[src/rtl/ul_re_pack_to_fifo.sv]
// ul_re_pack_to_fifo: packs per-strobe RE pairs and decimated noise samples into 128-bit IQ and noise FIFO words.
module ul_re_pack_to_fifo #(
  parameter int SW = 16,
  parameter int CW = 16
) (
  input  logic            i_core_clk,
  input  logic            i_rx_rstn,
  input  logic            i_rx_fsm_rstn,
  input  logic            i_user_start,
  input  logic [CW-1:0]   i_cur_user_re_amounts,
  input  logic [CW-1:0]   i_user_iq_noise_rate,
  input  logic            i_data_strobe,
  input  logic [SW-1:0]   i_re0_data_i,
  input  logic [SW-1:0]   i_re0_data_q,
  input  logic [SW-1:0]   i_re1_data_i,
  input  logic [SW-1:0]   i_re1_data_q,
  input  logic [SW-1:0]   i_noise_data,
  output logic            o_in_ready,
  input  logic            i_iq_fifo_full,
  output logic            o_iq_fifo_wr_en,
  output logic [8*SW-1:0] o_iq_fifo_wdata,
  input  logic            i_noise_fifo_full,
  output logic            o_noise_fifo_wr_en,
  output logic [8*SW-1:0] o_noise_fifo_wdata,
  output logic            o_user_done,
  output logic            o_overflow
);
  typedef enum logic [1:0] {IDLE, COLLECT, FLUSH, DONE} state_t;
  typedef struct packed {
    state_t           st;
    logic [CW-1:0]    amt;
    logic [CW-1:0]    intv;
    logic [CW-1:0]    cnt;
    logic [CW-1:0]    sub;
    logic             half;
    logic [2:0]       k;
    logic [4*SW-1:0]  iq_acc;
    logic [8*SW-1:0]  nz_acc;
    logic [8*SW-1:0]  iq_wd;
    logic [8*SW-1:0]  nz_wd;
    logic             iq_pend;
    logic             nz_pend;
    logic             iq_we;
    logic             nz_we;
    logic             done;
    logic             ovf;
  } regs_t;
  regs_t r, n;
  logic take;
  logic [CW-1:0] cnt_nx, sub_nx, half_rate;
  logic [4*SW-1:0] pair;
  assign o_in_ready = (r.st == COLLECT) && !r.iq_pend && !r.nz_pend && !i_iq_fifo_full && !i_noise_fifo_full;
  assign take = i_data_strobe && o_in_ready;
  assign pair = {i_re1_data_q, i_re1_data_i, i_re0_data_q, i_re0_data_i};
  assign cnt_nx = (r.cnt > ({CW{1'b1}} - CW'(2))) ? {CW{1'b1}} : r.cnt + CW'(2);
  assign sub_nx = (r.sub + CW'(1) >= r.intv) ? '0 : r.sub + CW'(1);
  assign half_rate = i_user_iq_noise_rate >> 1;
  always_comb begin
    n = r;
    n.done = 1'b0;
    n.ovf = r.ovf | (i_data_strobe & ~o_in_ready);
    if (r.iq_we && !i_iq_fifo_full) n.iq_pend = 1'b0;
    if (r.nz_we && !i_noise_fifo_full) n.nz_pend = 1'b0;
    case (r.st)
      IDLE: if (i_user_start) begin
        n = '0;
        n.st = COLLECT;
        n.amt = i_cur_user_re_amounts;
        n.intv = (half_rate == '0) ? CW'(1) : half_rate;
      end
      COLLECT: if (take) begin
        n.cnt = cnt_nx;
        n.half = ~r.half;
        if (!r.half) n.iq_acc = pair;
        else begin
          n.iq_wd = {pair, r.iq_acc};
          n.iq_pend = 1'b1;
        end
        n.sub = sub_nx;
        if (r.sub == '0) begin
          n.k = r.k + 3'd1;
          if (r.k == 3'd7) begin
            n.nz_wd = {i_noise_data, r.nz_acc[7*SW-1:0]};
            n.nz_acc = '0;
            n.nz_pend = 1'b1;
          end else n.nz_acc[SW*r.k +: SW] = i_noise_data;
        end
        if (cnt_nx >= r.amt) n.st = FLUSH;
      end
      FLUSH: begin
        if (r.half) begin
          n.iq_wd = {{4*SW{1'b0}}, r.iq_acc};
          n.iq_pend = 1'b1;
          n.half = 1'b0;
        end
        if (r.k != '0) begin
          n.nz_wd = r.nz_acc;
          n.nz_acc = '0;
          n.nz_pend = 1'b1;
          n.k = '0;
        end
        if (!r.half && r.k == '0 && !r.iq_pend && !r.nz_pend) begin
          n.st = DONE;
          n.done = 1'b1;
        end
      end
      default: n.st = IDLE;
    endcase
    // a write refused by a full FIFO is simply re-issued once it drains; wdata stays put meanwhile
    n.iq_we = n.iq_pend && !i_iq_fifo_full;
    n.nz_we = n.nz_pend && !i_noise_fifo_full;
  end
  always_ff @(posedge i_core_clk or negedge i_rx_rstn)
    if (!i_rx_rstn) r <= '0;
    else r <= i_rx_fsm_rstn ? n : '0;
  assign o_iq_fifo_wr_en = r.iq_we;
  assign o_iq_fifo_wdata = r.iq_wd;
  assign o_noise_fifo_wr_en = r.nz_we;
  assign o_noise_fifo_wdata = r.nz_wd;
  assign o_user_done = r.done;
  assign o_overflow = r.ovf;
endmodule

[config.mk]
export PLATFORM = sky130hd
export DESIGN_NAME = ul_re_pack_to_fifo
export DESIGN_NICKNAME = d
export VERILOG_FILES = /design/src/rtl/ul_re_pack_to_fifo.sv
export SDC_FILE = /design/constraint.sdc
export NUM_CORES = 1
export LEC_CHECK = 0
export CAP_MARGIN = 5
export CORE_MARGIN = 4
export CORE_UTILIZATION = 54
export CTS_CLUSTER_DIAMETER = 50
export DETAILED_ROUTE_END_ITERATION = 10
export PLACE_DENSITY = 0.88
export SKIP_CTS_REPAIR_TIMING = 1
export SYNTH_ARGS = -nofsm -noshare
export SYNTH_HDL_FRONTEND = slang
export SYNTH_SLANG_ARGS = --single-unit
export TNS_END_PERCENT = 50
[constraint.sdc]
create_clock -name i_core_clk -period 4.2 [get_ports i_core_clk]
set_clock_uncertainty 0.15 [all_clocks]
set_input_delay 0.63 -clock i_core_clk [delete_from_list [all_inputs] [get_ports i_core_clk]]
set_output_delay 0.63 -clock i_core_clk [all_outputs]
set_load 0.005 [all_outputs]
==> impl_results.md <==
- Clock power frac: 0.392
- Hold endpoint: r[415]$_DFFE_PN0P_
- Crit-path max cell delay: 0.51 ns
- Most used DFF post-synth: dfrtp_1
- Final min period: 3.90 ns
- Multi-input logic area: 8270 um2
- Synthesized cell area: 24000 um2
- P_int: 8.60 mW
- Power per cell area: 445 nW/um2
- Number of synthesized flops with an enable pin: 0
- Setup TNS: 0 ns
- Seq. cell area: 13100 um2
- CORE AREA: 43500 um2
- Startpoint Class: register
- Grt ovf: 0
- Post-Syn Area per Cell: 10.6 um2
- First-pass GRT wire length: 102000 um
- Register area share after synthesis: 0.546
- Sequential power share: 0.411
- Synthesized netlist cell count: 2271
- Clock sinks: 523
- Root Buffer: clkbuf_16
- Row count: 76
- Share of cells above drive strength 1: 0.0640
- R2R depth: 12
- Critical Path Sink Type: register
- Worst path bufs/invs: 0
- Fin nets: 2507
- Max Slew Vio Count: 0
- Vias in the first global route: 18000
- Pre-Repair DR Iteration Count: 6
- Largest fanout on the critical path: 14
- Clock Path Buffers: 3
- DR vias/cell: 5.95
- Hpwl dp: 43400 um
- CP most frequent cell: nand3_1
- Max VDD drop: 0.592 mV
- Sw frac: 0.319
- Cts bufs inserted: 55
- RSZ-0062 raised after global routing: false
- # port buffers: 378
- Max Cap Viol: 0
- Status: complete, no violations
- Vias: 17700
- Die area: 47800 um2
- Count leader, synth: dfrtp_1
- Flop-to-flop setup slack: 0.30 ns
- Synth Net Count: 2432
- Ys async rst share: 1.00
- DIE WIDTH: 219 um
- Reg2Reg Launch Point: r[458]$_DFFE_PN0P_
- Gr usage total: 0.271
- H-tree depth: 2
- Fin. Hold Viols: 0
- Final clock period utilization by the worst path: 0.927
- Critical path cell sequence: ha_1 -> nand3_1 -> nor2_1 -> and3_1 -> nand3_1 -> xnor2_1 -> ha_1 -> nor2b_1 -> nor4_1 -> nand3_1 -> o311ai_0 -> o21a_1
- Largest net degree at the start of global routing: 193
- Die height: 219 um
- Reg2Reg Capture Point: r[464]$_DFFE_PN0P_
- Area grow syn2layout: 18.4%
- Routed WL: 65600 um
- Slew margin rel.: 0.288
- Initial detailed-routing violation count: 2397
- Average wire per standard cell: 22.0 um
- Slowest CP cell: o311ai_0
- Yosys top cell area share: 0.546
- CTS tree: done
- Fillers: 3143
- Top delay family on crit path: simple AND/OR/NAND/NOR gates
- Fmax: 257 MHz
- Warnings, synthesis: 0
- Worst Path Arrival: 4.28 ns
- Tot Pwr: 12.6 mW
- Seq cells post-synth: 523
- Routability Congestion: 0.893
- CTS clock-pin slew for the worst setup and hold paths: 0.07 ns
- Combinational Power Share: 0.197
- Finish-stage setup viols: 0
- Most frequent cells after synthesis: dfrtp_1, nand2_1, buf_4
- Min-Delay Path Class: reg -> reg
- Worst-Skew Late Latency: 0.60 ns
- Worst-margin pin slew: 1.07 ns
- Main area contributors after synthesis: dfrtp_1, buf_4, a22o_1
- Initial Utilization: 0.552
- Crit Path Category: reg -> reg
- P_leak: 13.1 nW
- Remaining DRCs: 0
- P_sw: 4.02 mW
- Worst EP required: 4.59 ns
- Hold_sp: r[415]$_DFFE_PN0P_
- Io pins: 380
- Post-synth cell types: 68
- Largest area contributor in the netlist: dfrtp_1
- Post-DRT Antenna Nets: 0
- Initial antenna violation count: 3
- Hold path depth: 2
state kept, by name, summed over array words and instances, names as in the netlist:
| register | cells |
|---|---|
| o_iq_fifo_wdata | 128 |
| o_iq_fifo_wr_en | 1 |
| o_noise_fifo_wdata | 128 |
| o_noise_fifo_wr_en | 1 |
| o_overflow | 1 |
| o_user_done | 1 |
| r | 263 |
placed cells by master, fill, tap and decap left out, types with 12 or more instances in the layout:
master	n
dfrtp_1	523
clkdlybuf4s50_1	377
nand2_1	368
a22o_1	211
nor2_1	134
mux2i_1	112
o21ai_0	94
nand3_1	90
clkbuf_16	57
inv_1	42
ha_1	42
a21boi_0	30
buf_4	29
a22oi_1	17
o2bb2ai_1	16
and2_1	15
a21oi_1	14
nor4_1	13
xnor2_1	12
nor3_1	12
buf_12	12
power groups by stage:
stage               registers [mW]  logic, mW  clock network (mW)
finish                        5.19       2.48                4.95
floorplan                     5.27       1.55                   0
detailed placement            5.28       2.44                   0
CTS                           5.19       2.46                5.01
global placement              5.28       2.38                   0
global route                  5.20       2.69                5.23
worst register-to-register path, stage by stage (launching register included):
cell and delay [ns]:
dfrtp_1 0.48, ha_1 0.32, nand3_1 0.18, nor2_1 0.26, and3_1 0.30, nand3_1 0.15, xnor2_1 0.17, ha_1 0.29
nor2b_1 0.16, nor4_1 0.22, nand3_1 0.46, o311ai_0 0.51, o21a_1 0.19
layer usage:
metal,GRT usage,vias to the layer above,share of wire
met2,0.449,870,0.49
met4,0.119,0,0.049
met3,0.0602,207,0.082
met5,0,-,0
li1,-,7731,-
met1,0.345,8920,0.38
layout make-up:
type / instances / share of cell area
Antenna cell: 3 / 0.000265
Timing Repair Buffer: 420 / 0.150
Sequential cell: 523 / 0.461
Tap cell: 585 / 0.0258
Clock inverter: 22 / 0.00847
Clock buffer: 79 / 0.0571
Inverter: 42 / 0.00556
Multi-Input combinational cell: 1304 / 0.292
logic make-up (layout without fill, tap and decap cells):
family | Yosys count | count (layout) | synth area share
adder cells (fa/ha/maj) | 42 | 42 | 0.0219
other | 0 | 3 | 0
flip-flops | 523 | 523 | 0.546
AO/OA/AOI/OAI | 436 | 436 | 0.140
multiplexers | 113 | 113 | 0.0472
XOR/XNOR | 22 | 22 | 0.00804
AND/OR/NAND/NOR | 691 | 691 | 0.124
buffers and inverters | 444 | 563 | 0.113
metrics by stage:
stage | util | hold slack [ns] | setup WS [ns] | area (um2) | instances
3_3_place_gp | 0.610 | 0.299 | 0.573 | 26500 | 2873
6_report | 0.653 | 0.319 | 0.305 | 28400 | 2978
3_5_place_dp | 0.610 | 0.311 | 0.241 | 26500 | 2873
4_1_cts | 0.652 | -0.0203 | 0.194 | 28300 | 2974
5_1_grt | 0.653 | 0.342 | 0.0385 | 28400 | 2977
2_1_floorplan | - | 0.184 | 0.691 | 24000 | 2271
worst max path at each step:
stage	from	cells after the start	end
final	r[458]$_DFFE_PN0P_	12	r[464]$_DFFE_PN0P_
after global routing	r[458]$_DFFE_PN0P_	12	r[464]$_DFFE_PN0P_
after CTS	r[477]$_DFFE_PN0P_	12	r[522]$_DFFE_PN0P_
after detailed placement	r[477]$_DFFE_PN0P_	12	r[522]$_DFFE_PN0P_
after global placement	r[477]$_DFFE_PN0P_	12	r[522]$_DFFE_PN0P_
after floorplan	r[458]$_DFFE_PN0P_	12	r[460]$_DFFE_PN0P_
Power figures use the tool's default switching activity.
